==> src/rtl/mmu_pkg.sv <==
// mmu_pkg: TLB op encodings, op-unit FSM states, TLB sizing and the probe match rule
package mmu_pkg;
    localparam int TLB_ENTRIES = 32;
    localparam int IDX_W = 5;
    typedef enum logic [1:0] {
        OP_TLBR  = 2'b00,
        OP_TLBWI = 2'b01,
        OP_TLBWR = 2'b10,
        OP_TLBP  = 2'b11
    } op_e;
    typedef enum logic [2:0] {S_IDLE, S_READ, S_WRITE, S_PROBE, S_DONE} state_e;
    // mask bits cover VPN2 bits [24:13]; the global bit bypasses the ASID compare
    function automatic logic probe_match(input logic [18:0] vpn_a, input logic [7:0] asid_a,
                                         input logic [18:0] vpn_b, input logic [7:0] asid_b,
                                         input logic [11:0] mask, input logic glob);
        return (((vpn_a ^ vpn_b) & ~{7'b0, mask}) == '0) && (asid_a == asid_b || glob);
    endfunction
endpackage

==> src/rtl/tlb_op_unit_if.sv <==
// tlb_op_unit_if: op handshake, CP0 side, Wired/Random and TLB array buses of tlb_op_unit
interface tlb_op_unit_if;
    logic op_valid;
    logic [1:0] op_code;
    logic op_ready;
    logic op_done;
    logic [31:0] cp0_entryhi, cp0_pagemask, cp0_entrylo0, cp0_entrylo1, cp0_index;
    logic wired_we;
    logic [mmu_pkg::IDX_W-1:0] wired_val;
    logic [mmu_pkg::IDX_W-1:0] random;
    logic tlb_we;
    logic [mmu_pkg::IDX_W-1:0] tlb_widx;
    logic [31:0] tlb_wentryhi, tlb_wpagemask, tlb_wentrylo0, tlb_wentrylo1;
    logic [mmu_pkg::IDX_W-1:0] tlb_ridx;
    logic [31:0] tlb_rentryhi, tlb_rpagemask, tlb_rentrylo0, tlb_rentrylo1;
    logic cp0_upd_we;
    logic [31:0] cp0_upd_entryhi, cp0_upd_pagemask, cp0_upd_entrylo0, cp0_upd_entrylo1;
    logic index_we;
    logic [31:0] index_val;
    modport slave (
        input op_valid, op_code, cp0_entryhi, cp0_pagemask, cp0_entrylo0, cp0_entrylo1, cp0_index,
              wired_we, wired_val, tlb_rentryhi, tlb_rpagemask, tlb_rentrylo0, tlb_rentrylo1,
        output op_ready, op_done, random, tlb_we, tlb_widx, tlb_wentryhi, tlb_wpagemask,
               tlb_wentrylo0, tlb_wentrylo1, tlb_ridx, cp0_upd_we, cp0_upd_entryhi,
               cp0_upd_pagemask, cp0_upd_entrylo0, cp0_upd_entrylo1, index_we, index_val
    );
    modport master (
        output op_valid, op_code, cp0_entryhi, cp0_pagemask, cp0_entrylo0, cp0_entrylo1, cp0_index,
               wired_we, wired_val, tlb_rentryhi, tlb_rpagemask, tlb_rentrylo0, tlb_rentrylo1,
        input op_ready, op_done, random, tlb_we, tlb_widx, tlb_wentryhi, tlb_wpagemask,
              tlb_wentrylo0, tlb_wentrylo1, tlb_ridx, cp0_upd_we, cp0_upd_entryhi,
              cp0_upd_pagemask, cp0_upd_entrylo0, cp0_upd_entrylo1, index_we, index_val
    );
endinterface

==> src/rtl/tlb_random_ctr.sv <==
// tlb_random_ctr: CP0 Random register counting down from the top entry to Wired, and the Wired register
module tlb_random_ctr import mmu_pkg::*; (
    input  logic clk,
    input  logic rst,
    input  logic wired_we,
    input  logic [IDX_W-1:0] wired_val,
    output logic [IDX_W-1:0] random
);
    localparam logic [IDX_W-1:0] TOP = IDX_W'(TLB_ENTRIES - 1);
    logic [IDX_W-1:0] random_q, random_d, wired_q, wired_d;
    always_comb begin
        wired_d = wired_we ? wired_val : wired_q;
        random_d = (wired_we || random_q == wired_q) ? TOP : random_q - IDX_W'(1);
    end
    always_ff @(posedge clk) begin
        if (rst) begin
            random_q <= TOP;
            wired_q <= '0;
        end else begin
            random_q <= random_d;
            wired_q <= wired_d;
        end
    end
    assign random = random_q;
endmodule

==> src/rtl/tlb_op_unit.sv <==
// tlb_op_unit: sequences TLBR/TLBWI/TLBWR/TLBP against the TLB array and CP0.
// Define TLBP_EARLY_EXIT_EN to end a probe on its first hit instead of scanning every entry.
module tlb_op_unit import mmu_pkg::*; #(
    parameter int TLB_ENTRIES = mmu_pkg::TLB_ENTRIES
) (
    input logic clk,
    input logic rst,
    tlb_op_unit_if.slave bus
);
    state_e state_q, state_d;
    op_e op_q, op_d;
    logic [IDX_W-1:0] idx_q, idx_d, cnt_q, cnt_d, fidx_q, fidx_d, rand_idx;
    logic found_q, found_d;
    logic [31:0] ehi_q, ehi_d, pm_q, pm_d;
    logic accept, hit, last, early_out, glob_w, unused_idx;
    op_e code;
    tlb_random_ctr u_rand (
        .clk(clk), .rst(rst), .wired_we(bus.wired_we), .wired_val(bus.wired_val), .random(rand_idx)
    );
    assign code = op_e'(bus.op_code);
    assign accept = bus.op_valid && state_q == S_IDLE;
    assign last = cnt_q == IDX_W'(TLB_ENTRIES - 1);
    assign hit = state_q == S_PROBE && probe_match(ehi_q[31:13], ehi_q[7:0], bus.tlb_rentryhi[31:13],
        bus.tlb_rentryhi[7:0], bus.tlb_rpagemask[24:13], bus.tlb_rentrylo0[0] & bus.tlb_rentrylo1[0]);
`ifdef TLBP_EARLY_EXIT_EN
    assign early_out = hit;
`else
    assign early_out = 1'b0;
`endif
    always_comb begin
        state_d = state_q;
        op_d = op_q;
        idx_d = idx_q;
        cnt_d = cnt_q;
        fidx_d = fidx_q;
        found_d = found_q;
        ehi_d = ehi_q;
        pm_d = pm_q;
        if (accept) begin
            op_d = code;
            idx_d = code == OP_TLBWR ? rand_idx : bus.cp0_index[IDX_W-1:0];
            ehi_d = bus.cp0_entryhi;
            pm_d = bus.cp0_pagemask;
            cnt_d = '0;
            found_d = 1'b0;
            state_d = code == OP_TLBR ? S_READ : code == OP_TLBP ? S_PROBE : S_WRITE;
        end
        // only the first hit is kept, so a full scan reports the lowest match
        if (state_q == S_PROBE) begin
            cnt_d = cnt_q + IDX_W'(1);
            found_d = found_q || hit;
            fidx_d = (hit && !found_q) ? cnt_q : fidx_q;
            state_d = (last || early_out) ? S_DONE : S_PROBE;
        end
        if (state_q == S_READ || state_q == S_WRITE) state_d = S_DONE;
        if (state_q == S_DONE) state_d = S_IDLE;
    end
    always_ff @(posedge clk) begin
        if (rst) begin
            state_q <= S_IDLE;
            op_q <= OP_TLBR;
            idx_q <= '0;
            cnt_q <= '0;
            fidx_q <= '0;
            found_q <= 1'b0;
            ehi_q <= '0;
            pm_q <= '0;
        end else begin
            state_q <= state_d;
            op_q <= op_d;
            idx_q <= idx_d;
            cnt_q <= cnt_d;
            fidx_q <= fidx_d;
            found_q <= found_d;
            ehi_q <= ehi_d;
            pm_q <= pm_d;
        end
    end
    assign unused_idx = ^bus.cp0_index[31:IDX_W];
    assign glob_w = bus.cp0_entrylo0[0] & bus.cp0_entrylo1[0];
    assign bus.random = rand_idx;
    assign bus.op_ready = state_q == S_IDLE;
    assign bus.op_done = state_q == S_DONE;
    assign bus.tlb_we = state_q == S_WRITE;
    assign bus.tlb_widx = idx_q;
    assign bus.tlb_wentryhi = ehi_q;
    assign bus.tlb_wpagemask = pm_q;
    assign bus.tlb_wentrylo0 = {bus.cp0_entrylo0[31:1], glob_w};
    assign bus.tlb_wentrylo1 = {bus.cp0_entrylo1[31:1], glob_w};
    assign bus.tlb_ridx = state_q == S_PROBE ? cnt_q : idx_q;
    assign bus.cp0_upd_we = state_q == S_READ;
    assign bus.cp0_upd_entryhi = bus.tlb_rentryhi;
    assign bus.cp0_upd_pagemask = bus.tlb_rpagemask;
    assign bus.cp0_upd_entrylo0 = bus.tlb_rentrylo0;
    assign bus.cp0_upd_entrylo1 = bus.tlb_rentrylo1;
    assign bus.index_we = state_q == S_DONE && op_q == OP_TLBP;
    assign bus.index_val = found_q ? {{(32 - IDX_W){1'b0}}, fidx_q} : 32'h8000_0000;
endmodule

==> src/flat_wrapper.sv <==
// flat-port wrapper written by rule: the top's interface ports become plain ports
module tlb_op_unit_flat import mmu_pkg::*;
#(
    parameter int TLB_ENTRIES = mmu_pkg::TLB_ENTRIES
)
  (clk, rst, bus_op_valid, bus_op_code, bus_cp0_entryhi, bus_cp0_pagemask, bus_cp0_entrylo0, bus_cp0_entrylo1, bus_cp0_index, bus_wired_we, bus_wired_val, bus_tlb_rentryhi, bus_tlb_rpagemask, bus_tlb_rentrylo0, bus_tlb_rentrylo1, bus_op_ready, bus_op_done, bus_random, bus_tlb_we, bus_tlb_widx, bus_tlb_wentryhi, bus_tlb_wpagemask, bus_tlb_wentrylo0, bus_tlb_wentrylo1, bus_tlb_ridx, bus_cp0_upd_we, bus_cp0_upd_entryhi, bus_cp0_upd_pagemask, bus_cp0_upd_entrylo0, bus_cp0_upd_entrylo1, bus_index_we, bus_index_val);
  tlb_op_unit_if bus_i ();
  input logic clk;
  input logic rst;
  input wire logic [$bits(bus_i.op_valid)-1:0] bus_op_valid;
  input wire logic [$bits(bus_i.op_code)-1:0] bus_op_code;
  input wire logic [$bits(bus_i.cp0_entryhi)-1:0] bus_cp0_entryhi;
  input wire logic [$bits(bus_i.cp0_pagemask)-1:0] bus_cp0_pagemask;
  input wire logic [$bits(bus_i.cp0_entrylo0)-1:0] bus_cp0_entrylo0;
  input wire logic [$bits(bus_i.cp0_entrylo1)-1:0] bus_cp0_entrylo1;
  input wire logic [$bits(bus_i.cp0_index)-1:0] bus_cp0_index;
  input wire logic [$bits(bus_i.wired_we)-1:0] bus_wired_we;
  input wire logic [$bits(bus_i.wired_val)-1:0] bus_wired_val;
  input wire logic [$bits(bus_i.tlb_rentryhi)-1:0] bus_tlb_rentryhi;
  input wire logic [$bits(bus_i.tlb_rpagemask)-1:0] bus_tlb_rpagemask;
  input wire logic [$bits(bus_i.tlb_rentrylo0)-1:0] bus_tlb_rentrylo0;
  input wire logic [$bits(bus_i.tlb_rentrylo1)-1:0] bus_tlb_rentrylo1;
  output wire logic [$bits(bus_i.op_ready)-1:0] bus_op_ready;
  output wire logic [$bits(bus_i.op_done)-1:0] bus_op_done;
  output wire logic [$bits(bus_i.random)-1:0] bus_random;
  output wire logic [$bits(bus_i.tlb_we)-1:0] bus_tlb_we;
  output wire logic [$bits(bus_i.tlb_widx)-1:0] bus_tlb_widx;
  output wire logic [$bits(bus_i.tlb_wentryhi)-1:0] bus_tlb_wentryhi;
  output wire logic [$bits(bus_i.tlb_wpagemask)-1:0] bus_tlb_wpagemask;
  output wire logic [$bits(bus_i.tlb_wentrylo0)-1:0] bus_tlb_wentrylo0;
  output wire logic [$bits(bus_i.tlb_wentrylo1)-1:0] bus_tlb_wentrylo1;
  output wire logic [$bits(bus_i.tlb_ridx)-1:0] bus_tlb_ridx;
  output wire logic [$bits(bus_i.cp0_upd_we)-1:0] bus_cp0_upd_we;
  output wire logic [$bits(bus_i.cp0_upd_entryhi)-1:0] bus_cp0_upd_entryhi;
  output wire logic [$bits(bus_i.cp0_upd_pagemask)-1:0] bus_cp0_upd_pagemask;
  output wire logic [$bits(bus_i.cp0_upd_entrylo0)-1:0] bus_cp0_upd_entrylo0;
  output wire logic [$bits(bus_i.cp0_upd_entrylo1)-1:0] bus_cp0_upd_entrylo1;
  output wire logic [$bits(bus_i.index_we)-1:0] bus_index_we;
  output wire logic [$bits(bus_i.index_val)-1:0] bus_index_val;
  assign bus_i.op_valid = bus_op_valid;
  assign bus_i.op_code = bus_op_code;
  assign bus_i.cp0_entryhi = bus_cp0_entryhi;
  assign bus_i.cp0_pagemask = bus_cp0_pagemask;
  assign bus_i.cp0_entrylo0 = bus_cp0_entrylo0;
  assign bus_i.cp0_entrylo1 = bus_cp0_entrylo1;
  assign bus_i.cp0_index = bus_cp0_index;
  assign bus_i.wired_we = bus_wired_we;
  assign bus_i.wired_val = bus_wired_val;
  assign bus_i.tlb_rentryhi = bus_tlb_rentryhi;
  assign bus_i.tlb_rpagemask = bus_tlb_rpagemask;
  assign bus_i.tlb_rentrylo0 = bus_tlb_rentrylo0;
  assign bus_i.tlb_rentrylo1 = bus_tlb_rentrylo1;
  assign bus_op_ready = bus_i.op_ready;
  assign bus_op_done = bus_i.op_done;
  assign bus_random = bus_i.random;
  assign bus_tlb_we = bus_i.tlb_we;
  assign bus_tlb_widx = bus_i.tlb_widx;
  assign bus_tlb_wentryhi = bus_i.tlb_wentryhi;
  assign bus_tlb_wpagemask = bus_i.tlb_wpagemask;
  assign bus_tlb_wentrylo0 = bus_i.tlb_wentrylo0;
  assign bus_tlb_wentrylo1 = bus_i.tlb_wentrylo1;
  assign bus_tlb_ridx = bus_i.tlb_ridx;
  assign bus_cp0_upd_we = bus_i.cp0_upd_we;
  assign bus_cp0_upd_entryhi = bus_i.cp0_upd_entryhi;
  assign bus_cp0_upd_pagemask = bus_i.cp0_upd_pagemask;
  assign bus_cp0_upd_entrylo0 = bus_i.cp0_upd_entrylo0;
  assign bus_cp0_upd_entrylo1 = bus_i.cp0_upd_entrylo1;
  assign bus_index_we = bus_i.index_we;
  assign bus_index_val = bus_i.index_val;
  tlb_op_unit #(.TLB_ENTRIES(TLB_ENTRIES)) u_core (.clk(clk), .rst(rst), .bus(bus_i));
endmodule
==> config.mk <==
export PLATFORM = sky130hd
export DESIGN_NAME = tlb_op_unit_flat
export DESIGN_NICKNAME = d
export VERILOG_FILES = /design/src/rtl/mmu_pkg.sv /design/src/rtl/tlb_op_unit_if.sv /design/src/rtl/tlb_random_ctr.sv /design/src/rtl/tlb_op_unit.sv /design/src/flat_wrapper.sv
export SDC_FILE = /design/constraint.sdc
export NUM_CORES = 1
export LEC_CHECK = 0
export CAP_MARGIN = 20
export CORE_AREA = 2 2 235 237
export CTS_CLUSTER_SIZE = 24
export DETAILED_ROUTE_END_ITERATION = 10
export DIE_AREA = 0 0 237 239
export REMOVE_ABC_BUFFERS = 1
export SYNTH_ARGS = -nofsm -noshare
export SYNTH_HDL_FRONTEND = slang
export SYNTH_HIERARCHICAL = 1
export SYNTH_SLANG_ARGS = --single-unit
==> constraint.sdc <==
create_clock -name clk -period 2.1 [get_ports clk]
set_clock_uncertainty 0.15 [all_clocks]
set_input_delay 0.525 -clock clk [delete_from_list [all_inputs] [get_ports clk]]
set_output_delay 0.525 -clock clk [all_outputs]
set_load 0.02 [all_outputs]
==> metrics.yaml <==
logic_synthesis:
  syn_inst: 724
  synth-seq-area-share_pct: 33.3
  ys_ff_latch: 95
  avgSynthCellArea_um2: 7.90
  netlist_area_um2: 5720
  ys_warn_count: 6
  yosysUniqueCellTypes: 39
clocking:
  cts_made_buffers: 9
  cts.htree.levels: 3
  cts_tree: "done"
  clkTransAtPathRegs_ps: 80
  cts_root_buf: "clkbuf_16"
  clock-sinks: 95
  clk_latency_ps: 380
  cts_hold_buf: 0
  clockBufferDepth: 2
cells_and_area:
  diodes: 0
  regArea_um2: 1910
  layout-drive-gt1-share_pct: 15.8
  mostFrequentLayoutCells: "nand2_1, clkdlybuf4s50_1, dfxtp_1, dlygate4sd2_1, a21oi_1"
  layout.nets: 1130
  areaGrowthSynthToFinish_pct: 47.9
  multi_input_area_um2: 2280
  n_fill_cell: 6184
  layout_commonest_cell: "nand2_1"
  stdcell_count: 1535
  fin_area_um2: 8460
pwr:
  powerDensity_nw_per_um2: 689
  power_leakage_uw: 0.00358
  ir_worst_vdd_uv: 543
  power_uw: 5820
hold_path:
  hold_path_class: "reg2reg"
  min_delay_path_depth: 2
  worstHoldStart: "u_core/bus.tlb_wentryhi[8]"
  min_to: "u_core/bus.tlb_wentryhi[8]"
route:
  ant_nets: 0
  wl_met3_mm: 17.6
  vias: 5166
  route.detailed.drc: 0
  drt_iter0_drc: 259
  wl_mm: 51.0
  routedWlPerCell_um: 33.2
  dr.pass1.iters: 4
  met1_length_mm: 12.6
  wl_met2_mm: 19.8
  top_layer: "met5"
  viasPerCell: 3.37
floorplanning:
  die_h_um: 239
  rows: 86
  die_area_um2: 56600
  die_w_um: 237
  initial_core_util_pct: 10.5
  core_um2: 54300
  ios: 607
timing:
  final.setup.worst_slack_ps: -39.6
  finalCritPeriodShare_pct: 102
  finalHoldViolations: 0
  setup_viol: 5
  fin_tns_setup_ps: -68.4
  post-route-min-period_ps: 2140
  slew_viol_final: 0
  grt_setup_unrepaired: "yes"
  fmax_mhz: 467
worst_setup_path:
  r2r-start: "u_core/state_q[2]"
  arrival_ps: 2290
  crit_required_ps: 2250
  rrSetupSlack_ps: 0
  end_kind: "flip-flop"
  crit_fanout: 5
  timing.rr.end: "u_core/fidx_q[1]"
  ff2ff_path_depth: 8
  cp-startpoint: "bus_tlb_rpagemask[23]"
  start_kind: "input pin"
  worstSetupPathType: "in2reg"
grt:
  antenna_found_initial: 1
  globalRouteTotalUtil_pct: 17.6
  overflow: 0
  grt_pass1_vias: 4987
  grt_max_degree: 49
  grt_pass1_wl_mm: 61.3
placement:
  placed_cell_area_um2: 7980
  dp_hpwl_mm: 46.2
  dp_cells: 1514
  gp_congestion: 0.899
  io_buffers: 255
run:
  drv_cap: 0
run_status:
  violations: "setup timing"
  status: "finished with violations"
[sequential cells by signal, summed over array words and instances (netlist names)]
signal	cells
u_core/fidx_q	5
u_core/bus.tlb_wentryhi	32
u_core/state_q	3
u_core/bus.tlb_widx	5
u_core/bus.tlb_wpagemask	32
u_core/u_rand/random	5
u_core/op_q	2
u_core/found_q	1
u_core/cnt_q	5
u_core/u_rand/wired_q	5
[kinds of logic after synthesis]
| family | after synthesis | share of synthesized area [%] |
|---|---|---|
| buffers and inverters | 257 | 31.3 |
| AOI/OAI and AO/OA | 93 | 8.84 |
| adders and majority gates | 5 | 1.09 |
| other | 1 | 0.0656 |
| xor gates and xnor gates | 36 | 5.51 |
| DFF | 95 | 33.3 |
| and+or+nand+nor | 221 | 17.1 |
| muxes | 16 | 2.82 |
[through the flow]
| stage | util, % | hold slack (ps) | setup slack (ps) |
|---|---|---|---|
| global route | 15.6 | 326 | -69.8 |
| detailed placement | 14.7 | 297 | -1070 |
| finish | 15.6 | 307 | -39.6 |
| floorplan | - | 276 | -819 |
| CTS | 15.3 | 307 | -51.9 |
| global placement | 14.7 | 292 | -975 |
[power by group]
group,internal (uW),switching (uW)
Combinational,875,1030
Clock,960,856
Sequential,1970,134
[cells in the mapped netlist]
cell type | instances | area [um^2]
ha_1 | 5 | 62.6
nor4b_1 | 1 | 8.76
inv_1 | 5 | 18.8
nand2b_1 | 11 | 68.8
nor4_4 | 1 | 21.3
nor3b_1 | 3 | 22.5
mux2i_1 | 15 | 150
mux2_2 | 1 | 11.3
nand4_1 | 1 | 6.26
or2_2 | 2 | 12.5
nor3_1 | 3 | 15.0
a211oi_1 | 5 | 37.5
nand3b_1 | 1 | 7.51
or3_1 | 1 | 6.26
nor4_1 | 5 | 31.3
clkbuf_1 | 27 | 101
o22ai_1 | 6 | 37.5
and2_1 | 8 | 50.1
nor2b_1 | 1 | 6.26
nand3_2 | 1 | 10.0
o21ba_2 | 1 | 10.0
xor2_1 | 15 | 131
a22oi_1 | 1 | 7.51
and3_1 | 2 | 12.5
conb_1 | 1 | 3.75
or4_4 | 1 | 11.3
xnor2_1 | 21 | 184
o211ai_1 | 5 | 37.5
buf_2 | 6 | 30.0
a21oi_1 | 72 | 360
nor2_1 | 21 | 78.8
o21ai_0 | 3 | 15.0
nand3_1 | 3 | 15.0
buf_1 | 1 | 3.75
buf_4 | 218 | 1640
dfxtp_1 | 95 | 1900
or4b_1 | 1 | 10.0
and3b_1 | 1 | 8.76
nand2_1 | 153 | 574
[worst max path at each step]
| stage | endpoint | slack [ps] | cells after the start |
|---|---|---|---|
| 5_1_grt | u_core/fidx_q[0] | -70 | 8 |
| 6_report | u_core/fidx_q[1] | -40 | 6 |
| 3_3_place_gp | u_core/fidx_q[1] | -970 | 7 |
| 2_1_floorplan | u_core/found_q | -820 | 4 |
| 4_1_cts | u_core/fidx_q[1] | -50 | 9 |
| 3_5_place_dp | u_core/fidx_q[1] | -1070 | 7 |
[area by class of cell]
class	instances	area share (%)
clock buffers	9	2.66
well taps	704	10.4
multi-input cells	397	27.0
clock inverters	7	1.18
flip-flops and latches	95	22.5
repair buffers	318	36.0
inverters	5	0.222
[worst max-delay path: stages]
cell and delay (ps):
clkdlybuf4s50_1 500, o22ai_2 70, or4_4 600, nor4_4 200
buf_6 180, mux2i_1 200
[routing by layer]
metal | vias to the layer above | global-route usage, %
met5 | - | 7.27
met4 | 10 | 2.63
met2 | 589 | 23.8
li1 | 2287 | -
met1 | 2250 | 12.0
met3 | 30 | 29.0
[repair_timing]
action	4_1_cts	5_1_grt
endpoints found under the hold margin	0	0
cloned	1	0
setup buffers	2	3
gates resized for setup	172	38
pin swaps	11	8
endpoints found under the setup margin	99	28
(Power assumes the default switching activity.)
